--- src/rtl/issue_window.sv ---
// In-order two-wide wait/issue queue with a register scoreboard: holds decoded
// instructions until their operands and destination are free, then issues from the head.
module issue_window #(
   parameter int DEPTH = 4,
   parameter int PW    = 67,
   parameter int NREG  = 64,
   parameter int WB_N  = 2,
   localparam int RW   = $clog2(NREG),
   localparam int AW   = $clog2(DEPTH),
   localparam int CW   = AW + 1
) (
   input  logic                 clk,
   input  logic                 rstn,
   input  logic                 flush,
   input  logic [1:0]           in_vld,
   input  logic [2*PW-1:0]      in_pay,
   input  logic [2*RW-1:0]      in_ds,
   input  logic [2*RW-1:0]      in_dt,
   input  logic [2*RW-1:0]      in_dd,
   output logic                 in_rdy,
   output logic [1:0]           out_vld,
   output logic [2*PW-1:0]      out_pay,
   output logic [2*RW-1:0]      out_dd,
   input  logic                 out_rdy,
   input  logic [WB_N-1:0]      wb_en,
   input  logic [WB_N*RW-1:0]   wb_reg,
   output logic [NREG-1:0]      board,
   output logic [CW-1:0]        count
);

   logic [PW-1:0]   pay_q [DEPTH];
   logic [PW-1:0]   pay_d [DEPTH];
   logic [RW-1:0]   ds_q  [DEPTH];
   logic [RW-1:0]   ds_d  [DEPTH];
   logic [RW-1:0]   dt_q  [DEPTH];
   logic [RW-1:0]   dt_d  [DEPTH];
   logic [RW-1:0]   dd_q  [DEPTH];
   logic [RW-1:0]   dd_d  [DEPTH];

   logic [AW-1:0]   head_q, head_d, tail_q, tail_d;
   logic [CW-1:0]   count_q, count_d;
   logic [NREG-1:0] board_q, board_d;

   logic [AW-1:0]   h1, slot1;
   logic            v0, v1, clash1;
   logic            enq;
   logic [1:0]      n_enq, n_deq, deq_vld;
   logic [NREG-1:0] set_mask, clr_mask;

   // r0 and f0 are hard-wired constants and never carry a dependency.
   function automatic logic tracked(input logic [RW-1:0] r);
      return (r != '0) && (r != RW'(NREG / 2));
   endfunction

   function automatic logic busy(input logic [NREG-1:0] b, input logic [RW-1:0] r);
      return tracked(r) && b[r];
   endfunction

   function automatic logic [1:0] popcnt2(input logic [1:0] v);
      return {1'b0, v[0]} + {1'b0, v[1]};
   endfunction

   assign h1 = head_q + AW'(1);

   always_comb begin
      v0 = (count_q != '0)
         && !busy(board_q, ds_q[head_q])
         && !busy(board_q, dt_q[head_q])
         && !busy(board_q, dd_q[head_q]);
      clash1 = tracked(dd_q[head_q])
         && ((ds_q[h1] == dd_q[head_q]) || (dt_q[h1] == dd_q[head_q]) || (dd_q[h1] == dd_q[head_q]));
      v1 = v0 && (count_q >= CW'(2))
         && !busy(board_q, ds_q[h1])
         && !busy(board_q, dt_q[h1])
         && !busy(board_q, dd_q[h1])
         && !clash1;
   end

   assign out_vld = {v1, v0};
   assign out_pay = {pay_q[h1], pay_q[head_q]};
   assign out_dd  = {dd_q[h1], dd_q[head_q]};
   assign in_rdy  = (count_q <= CW'(DEPTH - 2));
   assign board   = board_q;
   assign count   = count_q;

   // Valid lanes are compacted: lane 1 lands right after lane 0 only if lane 0 was valid.
   assign slot1 = tail_q + AW'(in_vld[0]);

   always_comb begin
      pay_d    = pay_q;
      ds_d     = ds_q;
      dt_d     = dt_q;
      dd_d     = dd_q;
      enq      = in_rdy && !flush;
      n_enq    = enq ? popcnt2(in_vld) : 2'd0;
      deq_vld  = out_rdy ? out_vld : 2'b00;
      n_deq    = popcnt2(deq_vld);

      if (enq && in_vld[0]) begin
         pay_d[tail_q] = in_pay[0 +: PW];
         ds_d[tail_q]  = in_ds[0 +: RW];
         dt_d[tail_q]  = in_dt[0 +: RW];
         dd_d[tail_q]  = in_dd[0 +: RW];
      end
      if (enq && in_vld[1]) begin
         pay_d[slot1] = in_pay[PW +: PW];
         ds_d[slot1]  = in_ds[RW +: RW];
         dt_d[slot1]  = in_dt[RW +: RW];
         dd_d[slot1]  = in_dd[RW +: RW];
      end

      head_d  = head_q + AW'(n_deq);
      tail_d  = tail_q + AW'(n_enq);
      count_d = count_q + CW'(n_enq) - CW'(n_deq);
      if (flush) begin
         head_d  = '0;
         tail_d  = '0;
         count_d = '0;
      end

      // A producer issuing on the same edge as a writeback to its register stays outstanding.
      clr_mask = '0;
      for (int w = 0; w < WB_N; w++) begin
         if (wb_en[w] && tracked(wb_reg[w*RW +: RW]))
            clr_mask[wb_reg[w*RW +: RW]] = 1'b1;
      end
      set_mask = '0;
      for (int k = 0; k < 2; k++) begin
         if (deq_vld[k] && tracked(out_dd[k*RW +: RW]))
            set_mask[out_dd[k*RW +: RW]] = 1'b1;
      end
      board_d = (board_q & ~clr_mask) | set_mask;
   end

   always_ff @(posedge clk or negedge rstn) begin
      if (!rstn) begin
         head_q  <= '0;
         tail_q  <= '0;
         count_q <= '0;
         board_q <= '0;
      end else begin
         head_q  <= head_d;
         tail_q  <= tail_d;
         count_q <= count_d;
         board_q <= board_d;
      end
   end

   always_ff @(posedge clk) begin
      pay_q <= pay_d;
      ds_q  <= ds_d;
      dt_q  <= dt_d;
      dd_q  <= dd_d;
   end

endmodule

--- config.mk ---
export PLATFORM = sky130hd
export DESIGN_NAME = issue_window
export DESIGN_NICKNAME = d
export VERILOG_FILES = /design/src/rtl/issue_window.sv
export SDC_FILE = /design/constraint.sdc
export NUM_CORES = 1
export LEC_CHECK = 0
export BUFFER_PORTS_ARGS = -buffer_cell sky130_fd_sc_hd__buf_2
export CAP_MARGIN = 15
export CORE_ASPECT_RATIO = 0.8
export CORE_MARGIN = 1.5
export CORE_UTILIZATION = 25
export DETAILED_ROUTE_END_ITERATION = 8
export SLEW_MARGIN = 20
export SYNTH_ARGS = -nofsm -noshare
export SYNTH_HDL_FRONTEND = slang
export SYNTH_SLANG_ARGS = --single-unit
--- constraint.sdc ---
create_clock -name clk -period 10.23 [get_ports clk]
set_clock_uncertainty 0.2 [all_clocks]
set_input_delay 0.5115 -clock clk [delete_from_list [all_inputs] [get_ports clk]]
set_output_delay 0.5115 -clock clk [all_outputs]
set_load 0.02 [all_outputs]
==> qor.txt <==
Status -> complete, no violations
Post-DP HPWL -> 71.9 mm
Vias in the first global route -> 23,695
CP max stage delay -> 0.86 ns
Clock Latency Late Sink -> 0.61 ns
Setup crit start kind -> flip-flop
WL per Instance -> 23.0 um
Reg clk slew, reported paths -> 0.06 ns
Clock tree sinks -> 411
F_max -> 0.147 GHz
CP max FO -> 71
CP Cell Sequence -> buf_4, mux4_2, nor2_1, a211oi_1, o211ai_1, o311ai_0, a311oi_2, o311a_2, buf_4, nand2_4, inv_1, buf_2
Worst R2R Setup Slack -> 3.47 ns
Tmin final -> 6.82 ns
Post-Syn Instances -> 2,824
DRT Pass-1 Iters -> 6
IO Pins -> 406
Pwr dens -> 318 nW/um^2
H-Tree Depth -> 2
Final setup fails -> 0
Register area share after synthesis -> 0.320
Post-route antenna net violation count -> 0
Die area -> 109,000 sq um
Grt ovf -> 0
Synth warnings -> 0
Peak supply drop -> 0.154 mV
Post-synth EDFFs -> 0
Synth area leader -> dfxtp_1
Largest net degree at the start of global routing -> 171
Max Cap Viol -> 0
Critical path data arrival time -> 6.11 ns
Relative slew slack -> 0.189
Root Driver -> clkbuf_16
Top post-synthesis cells by area -> dfxtp_1, mux2i_1, mux4_2
Number of DRC markers in iteration 0 -> 2,491
Vias -> 25,039
Die H -> 296 um
Pwr Total -> 0.0104 W
First-pass GRT wire length -> 156 mm
Row count -> 107
Share of layout cells above drive strength 1 -> 0.226
Crit share post-route -> 0.667
Worst slew pin tran -> 1.21 ns
Most frequent cell on the critical path -> buf_4
Flops & latches, synth -> 411
Fill cells -> 11,122
Most common cell after layout, fill and taps aside -> mux2i_1
Vias/cell -> 5.38
Synth Area per Inst -> 9.49 sq um
Netlist cell types -> 82
Nets -> 3,394
Crit Path Class -> flip-flop to output pin
CP max-delay cell -> buf_4
Port bufs -> 405
Crit path capture type -> output pin
Starting Density -> 0.252
Total negative slack -> 0 ns
CP required -> 9.52 ns
Post-synth ARST share -> 0.173
RSZ-0062 raised after global routing -> false
Drc violations -> 0
P&R area growth vs syn -> 22.4%
Synth Flop Type -> dfxtp_1
WL final -> 107 mm
Fin. max-slew vios -> 0
Mapped cell area -> 26,800 sq um
CTS tree -> yes
CTS Buffer Depth -> 3
GRT Util Overall -> 0.188
Most frequent cells in the layout -> mux2i_1, buf_2, nor2_1, a21oi_1, dfxtp_1
Initial antenna violation count -> 18
Area share of the largest cell type after synthesis -> 0.254
Core area -> 106,000 sq um
Die X -> 369 um
Syn nets -> 3,023
TritonCTS Buffers -> 47
Gpl congestion -> 1.03
Final hold vios -> 0
Final core occ -> 0.309
Leak -> 14.5 nW
Hold WC Path Type -> input pin to flip-flop
-- where the power goes --
part | leakage, nW | switching [W] | internal [W] | total (W)
logic | 9.85 | 0.00293 | 0.00227 | 0.00520
registers | 3.83 | 0.000976 | 0.00241 | 0.00339
clock network | 0.809 | 0.000766 | 0.00110 | 0.00186
-- cell families (layout without fill, tap and decap cells) --
logic type | after synthesis | in the layout | synth area share
xor+xnor | 25 | 25 | 0.00817
mux | 720 | 720 | 0.354
other cells | 0 | 6 | 0
fa+ha+maj | 9 | 9 | 0.00476
buf+inv | 268 | 676 | 0.0456
compound gates | 676 | 676 | 0.150
flops | 411 | 411 | 0.320
simple gates | 715 | 715 | 0.117
-- area by class of cell --
| class | count | area, sq um | share of cell area |
|---|---|---|---|
| tap | 1417 | 1770 | 0.0541 |
| multi-input combinational | 2145 | 17000 | 0.519 |
| timing repair buffer | 565 | 3610 | 0.110 |
| clock buffer | 60 | 1270 | 0.0389 |
| antenna | 6 | 15.0 | 0.000458 |
| inverter | 25 | 93.8 | 0.00286 |
| sequential | 411 | 8590 | 0.262 |
| clock inverter | 26 | 405 | 0.0124 |
-- sequential cells by signal, summed over array words and instances (netlist names) --
register / cells
dt_q: 24
count: 3
dd_q: 24
head_q: 2
pay_q: 268
tail_q: 2
ds_q: 24
board: 64
-- synth_stat cells, types with 14 or more instances --
master and n:
mux4_2 180, mux2_2 19, dfrtp_1 71, dfxtp_1 340
nor3_1 25, nor2_1 401, buf_1 46, nand3_1 35
nor2b_1 27, o21ai_0 57, nand2_1 134, inv_1 23
a32oi_1 17, a31oi_1 43, nand4_1 14, o221ai_1 14
o21ai_1 26, buf_2 45, mux2i_1 521, nand2b_1 19
a21oi_1 387, clkbuf_1 124, a22oi_1 36
-- timing repair --
item                                   4_1_cts  5_1_grt
buffers inserted                             0        0
setup endpoints to repair                    0        0
endpoints found under the hold margin      412        0
gates resized for setup                      0        0
hold buffers                               138        0
-- path summary, 6_finish.rpt --
kind | from | to | cells past startpoint
hold / removal | in_pay[44] | pay_q[178]$_DFF_P_ | 3
min in group asynchronous | rstn | board[60]$_DFF_PN0_ | 2
hold reg to reg | pay_q[229]$_DFF_P_ | pay_q[229]$_DFF_P_ | 2
setup / recovery | head_q[0]$_DFF_PN0_ | out_vld[1] | 12
setup reg to reg | head_q[0]$_DFF_PN0_ | count[2]$_DFF_PN0_ | 19
max in group asynchronous | rstn | head_q[0]$_DFF_PN0_ | 2
-- per-layer routing --
metal | up-vias | wire length, um | track usage
met2 | 1254 | 46800 | 0.286
met3 | 271 | 11100 | 0.0577
met4 | 22 | 4240 | 0.0710
met5 | - | 139 | 0
met1 | 12185 | 44900 | 0.248
li1 | 11307 | - | -
-- metrics by stage --
stage / area, sq um / setup slack (ns) / instances / hold slack (ns)
3_5_place_dp: 29700 / 3.52 / 4424 / 0.343
3_3_place_gp: 29700 / 3.58 / 4424 / 0.339
2_1_floorplan: 26800 / 5.43 / 2824 / 0.0159
4_1_cts: 32700 / 3.47 / 4648 / 0.000105
5_1_grt: 32800 / 2.98 / 4653 / 0.0220
6_report: 32800 / 3.41 / 4655 / 0.0464
-- worst max-delay path, delay by kind of cell, from the launching register on --
kind,cells,cell delay [ns]
muxes,1,0.84
AOI/OAI and AO/OA,5,1.01
and+or+nand+nor,2,0.92
DFF,1,0.79
buffers and inverters,4,1.79
Power figures use the tool's default switching activity.
